--- config.mk ---
export PLATFORM = sky130hd
export DESIGN_NAME = mc_ctrl_fsm
export DESIGN_NICKNAME = d
export VERILOG_FILES = /design/src/rtl/mc_ctrl_fsm.sv
export SDC_FILE = /design/constraint.sdc
export NUM_CORES = 1
export LEC_CHECK = 0
export CAP_MARGIN = 20
export CORE_UTILIZATION = 42
export CTS_CLUSTER_DIAMETER = 60
export DETAILED_ROUTE_END_ITERATION = 7
export MAX_ROUTING_LAYER = met4
export PLACE_DENSITY_LB_ADDON = 0.15
export REMOVE_ABC_BUFFERS = 1
export SLEW_MARGIN = 40
export SYNTH_ARGS = -nofsm -noshare
export SYNTH_HDL_FRONTEND = slang
export SYNTH_SLANG_ARGS = --single-unit
--- constraint.sdc ---
create_clock -name clk -period 2 [get_ports clk]
set_input_delay 0.4 -clock clk [delete_from_list [all_inputs] [get_ports clk]]
set_output_delay 0.4 -clock clk [all_outputs]
set_load 0.05 [all_outputs]
--- src/rtl/mc_ctrl_fsm.sv ---
// Multicycle RV32I control unit: sequences fetch/decode/execute/memory/writeback,
// drives datapath selects and enables, and latches a sticky fault on illegal opcodes or memory timeouts.
module mc_ctrl_fsm #(
    parameter bit USE_MEM_READY = 1'b1,
    parameter int TIMEOUT       = 16
) (
    input  logic       clk,
    input  logic       rst_n,
    input  logic [6:0] op,
    input  logic [2:0] funct3,
    input  logic       zero,
    input  logic       lt,
    input  logic       ltu,
    input  logic       mem_ready,
    output logic       mem_req,
    output logic       AdrSrc,
    output logic       IRWrite,
    output logic       PCWrite,
    output logic       MemWrite,
    output logic       RegWrite,
    output logic [1:0] ResultSrc,
    output logic [1:0] ALUSrcA,
    output logic [1:0] ALUSrcB,
    output logic [1:0] ALUOp,
    output logic [2:0] ImmSrc,
    output logic       retire,
    output logic       fault,
    output logic [1:0] fault_cause
);

    localparam logic [6:0] OP_LOAD   = 7'b0000011;
    localparam logic [6:0] OP_STORE  = 7'b0100011;
    localparam logic [6:0] OP_R      = 7'b0110011;
    localparam logic [6:0] OP_IMM    = 7'b0010011;
    localparam logic [6:0] OP_BRANCH = 7'b1100011;
    localparam logic [6:0] OP_JAL    = 7'b1101111;
    localparam logic [6:0] OP_JALR   = 7'b1100111;
    localparam logic [6:0] OP_LUI    = 7'b0110111;
    localparam logic [6:0] OP_AUIPC  = 7'b0010111;

    localparam logic [7:0] TO_LAST = (TIMEOUT == 0) ? 8'd0 : 8'(TIMEOUT - 1);

    typedef enum logic [3:0] {
        S_FETCH, S_DECODE, S_MEMADR, S_MEMREAD, S_MEMWB, S_MEMWRITE,
        S_EXECR, S_EXECI, S_ALUWB, S_BRANCH, S_JAL, S_JALR, S_JLINK,
        S_LUI, S_AUIPC, S_FAULT
    } state_t;

    state_t     state_q, state_d;
    logic [7:0] wait_q, wait_d;
    logic       fault_q, fault_d;
    logic [1:0] cause_q, cause_d;

    logic ready_eff;
    logic in_mem_state;
    logic timeout_hit;
    logic taken;

    assign ready_eff    = USE_MEM_READY ? mem_ready : 1'b1;
    assign in_mem_state = (state_q == S_FETCH) || (state_q == S_MEMREAD) || (state_q == S_MEMWRITE);
    assign timeout_hit  = (TIMEOUT != 0) && in_mem_state && !ready_eff && (wait_q == TO_LAST);

    always_comb begin
        unique case (funct3)
            3'b000:  taken = zero;
            3'b001:  taken = !zero;
            3'b100:  taken = lt;
            3'b101:  taken = !lt;
            3'b110:  taken = ltu;
            3'b111:  taken = !ltu;
            default: taken = 1'b0;
        endcase
    end

    always_comb begin
        unique case (op)
            OP_LOAD, OP_IMM, OP_JALR: ImmSrc = 3'b000;
            OP_STORE:                 ImmSrc = 3'b001;
            OP_BRANCH:                ImmSrc = 3'b010;
            OP_JAL:                   ImmSrc = 3'b011;
            OP_LUI, OP_AUIPC:         ImmSrc = 3'b100;
            default:                  ImmSrc = 3'b000;
        endcase
    end

    // Next-state, wait counter and fault latching.
    always_comb begin
        state_d = state_q;
        fault_d = fault_q;
        cause_d = cause_q;
        unique case (state_q)
            S_FETCH:    state_d = ready_eff ? S_DECODE : state_q;
            S_DECODE: begin
                unique case (op)
                    OP_LOAD, OP_STORE: state_d = S_MEMADR;
                    OP_R:              state_d = S_EXECR;
                    OP_IMM:            state_d = S_EXECI;
                    OP_BRANCH:         state_d = S_BRANCH;
                    OP_JAL:            state_d = S_JAL;
                    OP_JALR:           state_d = S_JALR;
                    OP_LUI:            state_d = S_LUI;
                    OP_AUIPC:          state_d = S_AUIPC;
                    default: begin
                        state_d = S_FAULT;
                        fault_d = 1'b1;
                        cause_d = 2'b01;
                    end
                endcase
            end
            S_MEMADR:   state_d = (op == OP_STORE) ? S_MEMWRITE : S_MEMREAD;
            S_MEMREAD:  state_d = ready_eff ? S_MEMWB : state_q;
            S_MEMWB:    state_d = S_FETCH;
            S_MEMWRITE: state_d = ready_eff ? S_FETCH : state_q;
            S_EXECR:    state_d = S_ALUWB;
            S_EXECI:    state_d = S_ALUWB;
            S_ALUWB:    state_d = S_FETCH;
            S_BRANCH:   state_d = S_FETCH;
            S_JAL:      state_d = S_ALUWB;
            S_JALR:     state_d = S_JLINK;
            S_JLINK:    state_d = S_FETCH;
            S_LUI:      state_d = S_ALUWB;
            S_AUIPC:    state_d = S_ALUWB;
            S_FAULT:    state_d = S_FAULT;
            default:    state_d = S_FETCH;
        endcase
        if (timeout_hit) begin
            state_d = S_FAULT;
            fault_d = 1'b1;
            cause_d = 2'b10;
        end
        // Counter only runs while a memory state is stalled; any transition clears it.
        wait_d = 8'd0;
        if (in_mem_state && !ready_eff && (state_d == state_q))
            wait_d = (wait_q == 8'hFF) ? wait_q : wait_q + 8'd1;
    end

    always_ff @(posedge clk or negedge rst_n) begin
        if (!rst_n) begin
            state_q <= S_FETCH;
            wait_q  <= 8'd0;
            fault_q <= 1'b0;
            cause_q <= 2'b00;
        end else begin
            state_q <= state_d;
            wait_q  <= wait_d;
            fault_q <= fault_d;
            cause_q <= cause_d;
        end
    end

    always_comb begin
        mem_req   = 1'b0;
        AdrSrc    = 1'b0;
        IRWrite   = 1'b0;
        PCWrite   = 1'b0;
        MemWrite  = 1'b0;
        RegWrite  = 1'b0;
        ResultSrc = 2'b00;
        ALUSrcA   = 2'b00;
        ALUSrcB   = 2'b00;
        ALUOp     = 2'b00;
        unique case (state_q)
            S_FETCH: begin
                mem_req   = 1'b1;
                ALUSrcB   = 2'b10;
                ResultSrc = 2'b10;
                IRWrite   = ready_eff;
                PCWrite   = ready_eff;
            end
            S_DECODE: begin
                ALUSrcA = 2'b01;
                ALUSrcB = 2'b01;
            end
            S_MEMADR: begin
                ALUSrcA = 2'b10;
                ALUSrcB = 2'b01;
            end
            S_MEMREAD: begin
                mem_req = 1'b1;
                AdrSrc  = 1'b1;
            end
            S_MEMWB: begin
                ResultSrc = 2'b01;
                RegWrite  = 1'b1;
            end
            S_MEMWRITE: begin
                mem_req  = 1'b1;
                AdrSrc   = 1'b1;
                MemWrite = 1'b1;
            end
            S_EXECR: begin
                ALUSrcA = 2'b10;
                ALUOp   = 2'b10;
            end
            S_EXECI: begin
                ALUSrcA = 2'b10;
                ALUSrcB = 2'b01;
                ALUOp   = 2'b10;
            end
            S_ALUWB: RegWrite = 1'b1;
            S_BRANCH: begin
                ALUSrcA = 2'b10;
                ALUOp   = 2'b01;
                PCWrite = taken;
            end
            S_JAL: begin
                PCWrite = 1'b1;
                ALUSrcA = 2'b01;
                ALUSrcB = 2'b10;
            end
            S_JALR: begin
                ALUSrcA   = 2'b10;
                ALUSrcB   = 2'b01;
                ResultSrc = 2'b10;
                PCWrite   = 1'b1;
            end
            S_JLINK: begin
                ALUSrcA   = 2'b01;
                ALUSrcB   = 2'b10;
                ResultSrc = 2'b10;
                RegWrite  = 1'b1;
            end
            S_LUI: begin
                ALUSrcA = 2'b11;
                ALUSrcB = 2'b01;
            end
            S_AUIPC: begin
                ALUSrcA = 2'b01;
                ALUSrcB = 2'b01;
            end
            default: ;
        endcase
        retire = (state_q != S_FETCH) && (state_q != S_FAULT) && (state_d == S_FETCH);
        // Reset is asynchronous, so enables must drop in the same cycle rst_n falls.
        if (!rst_n) begin
            mem_req  = 1'b0;
            IRWrite  = 1'b0;
            PCWrite  = 1'b0;
            MemWrite = 1'b0;
            RegWrite = 1'b0;
            retire   = 1'b0;
        end
    end

    assign fault       = fault_q;
    assign fault_cause = cause_q;

endmodule
==> qor.csv, run 1 <==
metric,value,unit
setup violators final,22,
DRC viols,6,
"Reg clk slew, reported paths",90,ps
largest net degree at the start of global routing,15,
H-tree depth,1,
fill cell count,97,
drt first-iter violations,186,
Slowest cell on crit path,nor4_4,
Post-Synth Simple-Gate Area,35.72,%
clk sinks,15,
Crit Path Class,in -> out,
Layout area overhead,106.9,%
global placement routability congestion,0.8895,
Fin. Hold Viols,0,
WP data arrival,2200,ps
peak supply drop,0.0008287,V
TritonRoute pass-1 iters,7,
Clock power frac,4.3,%
pre-CTS setup slack,-732.9,ps
Hold/Removal Path Class,in -> async,
TritonCTS clock tree,built,
R2R cell count,8,
row count,19,
sw frac,49.06,%
"flops & latches, synth",15,
Post-Syn Area,0.001257,mm^2
Avg WL per Cell,23.22,um
worst endpoint required time,1600,ps
met2 usage,60.71,%
CP Capture Type,primary output,
Power Density,1499,mW/mm^2
Avg Inst Size Synth,7.810,um^2
Placed Area,0.002157,mm^2
final max-slew violation count,0,
Synth async-reset ratio,100.0,%
GRT Util Overall,34.35,%
CTS Root Cell,clkbuf_4,
Fmax,0.3852,GHz
Synth Instances,161,
Comb power frac,84.1,%
CTS Buf Count,3,
CTS Hold Bufs,0,
DRT antenna net count,0,
failing checks,"design-rule violations, negative setup slack",
complex-gate fraction of the synthesized area,18.71,%
worst-path cell chain,dlygate4sd2_1 -> buf_6 -> nand2b_1 -> o22ai_1 -> a211o_1 -> o2111ai_4 -> nor4_4 -> buf_12,
die width,56.72,um
share of cells above drive strength 1,51.95,%
RSZ-0062 raised after global routing,true,
crit start category,input pin,
post-synthesis mux area share,3.582,%
Flop pwr share,11.6,%
Max Cap Viol,0,
Tmin final,2596,ps
Diodes inserted,0,
final WL,6.663,mm
IO Pins,37,
switching pwr,1.913,mW
Die Area,0.003217,mm^2
vias,1846,
post-synthesis xor/xnor area fraction,5.572,%
Final nets,274,
core box area,0.002805,mm^2
CP Max Fanout,8,
Initial Util,44.83,%
yosys warns,0,
number of global-route vias before repair,1742,
Slew HR,63.70,%
post-DP HPWL,3.147,mm
Clock Path Buffers,2,
post-synthesis adder-cell area fraction,0.9950,%
Worst path max stage delay,380,ps
clock latency on the worst-skew pair,280,ps
GR peak layer,met2,
M1 GR Usage,35.40,%
CP Depth,8,
post-synthesis sequential area ratio,29.85,%
Worst Max-Slew Pin Slew,539.5,ps
I/O Buffers,36,
clk_skew,6.533,ps
die height,56.72,um
first-pass GRT wire length,8.293,mm
Buf/Inv on CP,3,
met3 Use GR,5.069,%
status,finished with violations,
P_leak,1.141,nW
initial antenna violation count,0,
Cell variety after synth,49,
Setup WS post-layout,-595.9,ps
routed vias/inst,6.432,
main combinational cell family by area after synthesis,simple AND/OR/NAND/NOR gates,
final period utilization,129.8,%
cell area after layout,0.002601,mm^2
Post-synth EDFFs,0,
Power Internal,1.987,mW
critical path's top delay family,compound AO/OA/AOI/OAI gates,
Post-synth top flop,dfrtp_1,
GRT Residual Overflow,0,
[what timing repair did]
| action | CTS | global route |
|---|---|---|
| pin swaps | 24 | 10 |
| gates resized for setup | 45 | 33 |
| setup buffers | 12 | 8 |
| setup endpoints to repair | 23 | 24 |
| cloned | 0 | 0 |
[per-stage QoR]
stage / instances / hold slack, ps / setup TNS [ps] / utilization (%) / total power, mW
after global placement: 266 / 452.3 / -2639 / 76.90 / 2.682
after detailed placement: 266 / 452.9 / -3038 / 76.90 / 2.739
final: 287 / 531.6 / -3539 / 92.73 / 3.900
after CTS: 281 / 476.0 / -1401 / 86.17 / 3.304
after floorplan: 149 / 104.4 / -6349 / - / 1.506
after global routing: 287 / 515.4 / -4420 / 92.73 / 3.985
[layout make-up]
type                            count  area (um^2)  area share, %
Clock buffer                        4        26.28          1.010
Inverter                            4        15.01         0.5772
Multi-Input combinational cell    130         1072          41.22
Sequential cell                    15        379.1          14.57
Tap cell                           31        38.79          1.491
Timing Repair Buffer              103         1070          41.13
[cell families after synthesis]
logic type / Yosys count
flip-flops: 15
AND/OR/NAND/NOR: 82
XOR/XNOR: 8
adder cells (fa/ha/maj): 1
AO/OA/AOI/OAI: 35
multiplexers: 4
buffers and inverters: 16
[state kept, by name (all words and copies together), names as in the netlist]
signal / count
fault: 1
fault_cause: 2
state_q: 4
wait_q: 8
[routing by layer]
layer  part of all wire, %  vias up
met3                   6.9       41
met2                    51      132
met5                     0        -
met1                    36      899
li1                      -      774
met4                   5.8        0
[worst paths after layout]
path                                             from  slack [ps]                          to
setup reg to reg                 state_q[2]$_DFF_PN0_        -240        state_q[0]$_DFF_PN0_
max in group asynchronous                       rst_n        1240        state_q[3]$_DFF_PN0_
hold / removal                                  rst_n         530        state_q[0]$_DFF_PN0_
min in group clk           fault_cause[1]$_DFFE_PN0P_         530  fault_cause[1]$_DFFE_PN0P_
setup / recovery                                op[4]        -600                      retire
hold reg to reg            fault_cause[1]$_DFFE_PN0P_         530  fault_cause[1]$_DFFE_PN0P_
[power groups by stage]
stage | clock, mW | combinational [mW] | sequential, mW
after floorplan | 0 | 1.03 | 0.477
after global placement | 0 | 2.27 | 0.413
after detailed placement | 0 | 2.32 | 0.415
after CTS | 0.173 | 2.71 | 0.419
after global routing | 0.186 | 3.35 | 0.448
final | 0.170 | 3.28 | 0.452
[cells in the final DEF, fill, tap and decap left out, drive strengths merged, types with 3 or more instances in the layout]
master	n
clkdlybuf4s50	9
xnor2	3
clkbuf	4
nand2	15
nand3	11
mux2i	3
buf	85
dfrtp	15
nor3	7
xor2	5
a21oi	6
o21ai	10
nor3b	3
nor2	16
nor4	3
nand2b	6
inv	4
dlygate4sd2	9
and3	5
nor2b	3
[Yosys cell counts, types with 5 or more instances]
library cell / number / share of area [%]
xor2_1: 5 / 3.5
nand2b_1: 6 / 3.0
dfrtp_1: 15 / 30
nor2_1: 16 / 4.8
o21ai_0: 10 / 4.0
and3_1: 5 / 2.5
a21oi_1: 6 / 2.4
nand3_1: 11 / 4.4
clkbuf_1: 9 / 2.7
nand2_1: 15 / 4.5
nor3_1: 5 / 2.0
Power figures use the tool's default switching activity.
==> run 2, diff against run 1 <==
--- a/config.mk
+++ b/config.mk
@@ -5,12 +5,13 @@
 export SDC_FILE = /design/constraint.sdc
 export NUM_CORES = 1
 export LEC_CHECK = 0
-export CAP_MARGIN = 20
 export CORE_UTILIZATION = 42
+export CTS_BUF_LIST = sky130_fd_sc_hd__clkbuf_4 sky130_fd_sc_hd__clkbuf_8 sky130_fd_sc_hd__clkbuf_16
 export CTS_CLUSTER_DIAMETER = 60
 export DETAILED_ROUTE_END_ITERATION = 7
 export MAX_ROUTING_LAYER = met4
 export PLACE_DENSITY_LB_ADDON = 0.15
+export RECOVER_POWER = 25
 export REMOVE_ABC_BUFFERS = 1
 export SLEW_MARGIN = 40
 export SYNTH_ARGS = -nofsm -noshare
==> run 2 against run 1 <==
  * The flow still finishes with violations (design-rule violations, negative setup slack)
  * First-iteration DRC count shrank 17%
  * Total power shrank 2.0%
  * Non-clock buffer count fell by 3
  * Clock skew barely moved
  * Utilization shrank 0.22 points
  * Register-to-register slack worse by 20 ps
  * Die area unchanged
  * Final area fell by 0.24%
  * Count of clock-buffer cells in the layout unchanged
  * Setup slack gained 69 ps
  * Combinational power decreased by 3%
  * Largest cell class unchanged
==> qor.csv, run 2 (synthesized netlist as in run 1, its figures left out) <==
metric,value,unit
number of global-route vias before repair,1644,
R2R cell count,8,
CTS Buf Count,3,
Crit Path Class,in -> out,
DRC viols,6,
drt first-iter violations,155,
share of cells above drive strength 1,52.17,%
worst-path cell chain,dlygate4sd2_1 -> nand4b_1 -> nor3b_2 -> a211o_1 -> o2111ai_4 -> nor4_4 -> buf_12,
final period utilization,126.3,%
Diodes inserted,0,
GRT Residual Overflow,0,
CP Capture Type,primary output,
clk sinks,15,
die width,56.72,um
core box area,0.002805,mm^2
Die Area,0.003217,mm^2
max FFs per register,8,
peak supply drop,0.0008431,V
CTS Root Cell,clkbuf_4,
Slowest cell on crit path,nor4_4,
global placement routability congestion,0.8895,
Fmax,0.3958,GHz
setup violators final,21,
Buf/Inv on CP,2,
IO Pins,37,
initial antenna violation count,0,
largest net degree at the start of global routing,15,
RR Startpoint,wait_q[4]$_DFFE_PN0P_,
P_leak,1.139,nW
"Power, Total",3.822,mW
crit path launch,op[4],
WP data arrival,2130,ps
I/O Buffers,36,
reg-to-reg endpoint,state_q[0]$_DFF_PN0_,
Clock Path Buffers,2,
Max Cap Viol,0,
Avg WL per Cell,22.34,um
routed vias/inst,6.475,
Tmin final,2527,ps
Worst path max stage delay,390,ps
Hold/Removal Path Class,reg -> reg,
most frequent cells in the layout,"46 x buf_4, 18 x buf_12, 16 x buf_6",
critical path's top delay family,simple AND/OR/NAND/NOR gates,
HP Start,fault_cause[1]$_DFFE_PN0P_,
clk_skew,6.175,ps
status,finished with violations,
cell area after layout,0.002595,mm^2
Final nets,271,
Power Density,1473,mW/mm^2
CTS Hold Bufs,0,
R2R setup slack,-260,ps
Worst Max-Slew Pin Slew,626.0,ps
first-pass GRT wire length,7.728,mm
Placed Area,0.002157,mm^2
fill cell count,99,
Slew HR,58.27,%
H-tree depth,1,
Fin Hold WS,519.3,ps
Layout area overhead,106.4,%
TritonRoute pass-1 iters,7,
row count,19,
CP Depth,7,
final WL,6.345,mm
Top reg by flops,wait_q,
Initial Util,44.83,%
RSZ-0062 raised after global routing,true,
failing checks,"design-rule violations, negative setup slack",
setup_tns,-3782,ps
vias,1839,
Setup WS post-layout,-526.6,ps
DRT antenna net count,0,
TritonCTS clock tree,built,
crit start category,input pin,
post-DP HPWL,3.147,mm
pre-CTS setup slack,-732.9,ps
worst endpoint required time,1600,ps
CP Max Fanout,2,
die height,56.72,um
"Reg clk slew, reported paths",90,ps
GRT Util Overall,32.13,%
"commonest non-fill, non-tap cell in the layout",buf_4,
Fin. Hold Viols,0,
clock latency on the worst-skew pair,290,ps
final max-slew violation count,0,
end of the critical path,retire,
run 2: timing repair:
action | CTS | global route
gates resized for setup | 46 | 39
setup buffers | 12 | 3
endpoints found under the setup margin | 23 | 24
pin swaps | 24 | 14
endpoints found under the hold margin | 0 | 0
run 2: layer usage:
metal / global-route usage, % / vias to the layer above / wire length, um
li1: - / 776 / -
met1: 33.77 / 860 / 2249
met2: 59.35 / 147 / 3055
met3: 4.378 / 56 / 519
met4: 13.93 / 0 / 520
met5: - / - / 0
run 2: area by class of cell:
class	instances	area, um^2	share of cell area (%)
Multi-Input combinational cell	130	1070	41.22
Clock buffer	4	30.03	1.157
Timing Repair Buffer	100	1062	40.94
Inverter	4	15.01	0.5786
Sequential cell	15	379.1	14.61
Tap cell	31	38.79	1.495
run 2: worst reg2reg max path, cell delays in order, from the launching register on:
cell and delay [ps]:
dfrtp_1 380, nor4_1 390, nand2_2 110, or4_4 570, buf_6 160, buf_6 110
buf_6 110, and2_4 150, o211ai_1 150
run 2: power by group:
| group | leakage (nW) | internal [mW] | total, mW | switching [mW] |
|---|---|---|---|---|
| clock network | 0.0184 | 0.0912 | 0.190 | 0.0988 |
| logic | 0.931 | 1.53 | 3.19 | 1.66 |
| registers | 0.190 | 0.359 | 0.442 | 0.0832 |
run 2: worst min path at each step:
| stage | to | depth (start not counted) |
|---|---|---|
| after floorplan | fault$_DFFE_PN0P_ | 0 |
| after global placement | fault$_DFFE_PN0P_ | 1 |
| after detailed placement | fault$_DFFE_PN0P_ | 1 |
| after CTS | fault$_DFFE_PN0P_ | 1 |
| after global routing | fault_cause[1]$_DFFE_PN0P_ | 2 |
| final | fault_cause[1]$_DFFE_PN0P_ | 2 |
run 2: metrics by stage:
| stage | utilization [%] | cells |
|---|---|---|
| after floorplan | - | 149 |
| after global placement | 76.90 | 266 |
| after detailed placement | 76.90 | 266 |
| after CTS | 86.53 | 281 |
| after global routing | 92.51 | 284 |
| final | 92.51 | 284 |
==> run 3, diff against run 2 <==
--- a/config.mk
+++ b/config.mk
@@ -5,13 +5,13 @@
 export SDC_FILE = /design/constraint.sdc
 export NUM_CORES = 1
 export LEC_CHECK = 0
+export CAP_MARGIN = 20
 export CORE_UTILIZATION = 42
 export CTS_BUF_LIST = sky130_fd_sc_hd__clkbuf_4 sky130_fd_sc_hd__clkbuf_8 sky130_fd_sc_hd__clkbuf_16
 export CTS_CLUSTER_DIAMETER = 60
 export DETAILED_ROUTE_END_ITERATION = 7
 export MAX_ROUTING_LAYER = met4
 export PLACE_DENSITY_LB_ADDON = 0.15
-export RECOVER_POWER = 25
 export REMOVE_ABC_BUFFERS = 1
 export SLEW_MARGIN = 40
 export SYNTH_ARGS = -nofsm -noshare
==> run 3 against run 2 <==
  * The flow still finishes with violations (design-rule violations, negative setup slack)
  * Non-clock buffer count unchanged
  * Cell count did not move
  * Final area grew 0.29%
  * First-iteration DRC count decreased by 4.5%
  * Sequential cell count unchanged
  * Clock skew about the same
  * Utilization increased by 0.27 points
  * Die area unchanged
  * Sequential power barely moved
  * Critical path depth down 1
  * Register-to-register slack is essentially flat
  * Count of clock-buffer cells in the layout did not move
  * Critical path type is now reg -> out
  * Highest routed layer unchanged
==> qor.csv, run 3 (synthesized netlist as in run 1, its figures left out) <==
metric,value,unit
clock latency on the worst-skew pair,290,ps
core box area,0.002805,mm^2
clk sinks,15,
WP data arrival,2120,ps
max FFs per register,8,
peak supply drop,0.0008415,V
final period utilization,126.2,%
I/O Buffers,36,
Avg WL per Cell,22.35,um
TritonRoute pass-1 iters,8,
Worst path max stage delay,580,ps
final WL,6.348,mm
final max-slew violation count,0,
Die Area,0.003217,mm^2
Worst Max-Slew Pin Slew,549.2,ps
vias,1833,
IO Pins,37,
RSZ-0062 raised after global routing,true,
Max Cap Viol,0,
worst-path cell chain,nor4_1 -> nand2_2 -> or4_4 -> o2111ai_4 -> nor4_4 -> buf_12,
die width,56.72,um
Initial Util,44.83,%
Power Density,1466,mW/mm^2
GRT Util Overall,32.13,%
drt first-iter violations,148,
initial antenna violation count,0,
DRC viols,6,
P_leak,1.146,nW
TritonCTS clock tree,built,
crit start category,flop,
"Power, Total",3.814,mW
most frequent cells in the layout,"48 x buf_4, 18 x buf_12, 16 x buf_6",
DRT antenna net count,0,
Setup WS post-layout,-523.6,ps
Fin. Hold Viols,0,
global placement routability congestion,0.8895,
Diodes inserted,0,
Tmin final,2524,ps
row count,19,
routed vias/inst,6.454,
first-pass GRT wire length,7.728,mm
worst endpoint required time,1600,ps
H-tree depth,1,
largest net degree at the start of global routing,15,
post-layout util,92.77,%
clk_skew,5.921,ps
"Reg clk slew, reported paths",90,ps
Clock Path Buffers,2,
Final nets,271,
post-DP HPWL,3.147,mm
Top reg by flops,wait_q,
Slew HR,63.05,%
die height,56.72,um
Crit Path Class,reg -> out,
number of global-route vias before repair,1644,
failing checks,"design-rule violations, negative setup slack",
status,finished with violations,
"commonest non-fill, non-tap cell in the layout",buf_4,
share of cells above drive strength 1,52.96,%
Slowest cell on crit path,or4_4,
Hold/Removal Path Class,reg -> reg,
Buf/Inv on CP,1,
critical path's top delay family,simple AND/OR/NAND/NOR gates,
CP Max Fanout,4,
Fmax,0.3963,GHz
Layout area overhead,107.0,%
CTS Root Cell,clkbuf_4,
CP Capture Type,primary output,
setup violators final,21,
GRT Residual Overflow,0,
CTS Hold Bufs,0,
CTS Buf Count,3,
-- run 3: routing by layer --
metal	wire length [um]	vias to the layer above	global-route usage (%)	share of wire [%]
met5	0	-	-	0
met4	523	0	13.93	8.2
met3	561	58	4.378	8.8
met2	3044	156	59.35	48
met1	2219	844	33.77	35
li1	-	775	-	-
-- run 3: repair_timing --
action,4_1_cts,5_1_grt
setup buffers,12,3
endpoints found under the setup margin,23,24
resized for setup,46,39
pin swaps,24,14
-- run 3: worst reg2reg max path: cells and delay by family (launching register included) --
kind	cells	cell delay, ps
simple gates	4	1240
flops	1	380
buf+inv	3	380
compound gates	1	150
-- run 3: worst paths after layout --
kind / startpoint / depth (start not counted) / slack [ps] / endpoint
max in group asynchronous: rst_n / 2 / 1260 / state_q[3]$_DFF_PN0_
setup reg to reg: wait_q[4]$_DFFE_PN0P_ / 8 / -260 / state_q[0]$_DFF_PN0_
hold / removal: fault$_DFFE_PN0P_ / 1 / 520 / fault$_DFFE_PN0P_
min in group asynchronous: rst_n / 2 / 530 / state_q[0]$_DFF_PN0_
hold reg to reg: fault$_DFFE_PN0P_ / 1 / 520 / fault$_DFFE_PN0P_
setup / recovery: wait_q[4]$_DFFE_PN0P_ / 6 / -520 / retire
-- run 3: power by group --
| group | switching, mW | total [mW] | internal (mW) |
|---|---|---|---|
| Clock | 0.0985 | 0.190 | 0.0912 |
| Sequential | 0.0831 | 0.442 | 0.359 |
| Combinational | 1.65 | 3.18 | 1.53 |
-- run 3: final cells by class --
class | instances | area, um^2
Tap cell | 31 | 38.79
Multi-Input combinational cell | 130 | 1070
Clock buffer | 4 | 30.03
Timing Repair Buffer | 100 | 1070
Sequential cell | 15 | 379.1
Fill cell | 97 | 202.7
Inverter | 4 | 15.01
-- run 3: per-stage QoR --
step           cells  worst slack, ps  TNS, ps  area (um^2)  hold slack, ps
3_3_place_gp     266           -730.4    -2639         2157           452.3
2_1_floorplan    149            -2169    -6349         1202           104.4
5_1_grt          284           -587.9    -4239         2603           521.3
6_report         284           -523.6    -3203         2603           524.7
4_1_cts          281           -433.5    -1361         2427           476.0
3_5_place_dp     266           -732.9    -3038         2157           452.9
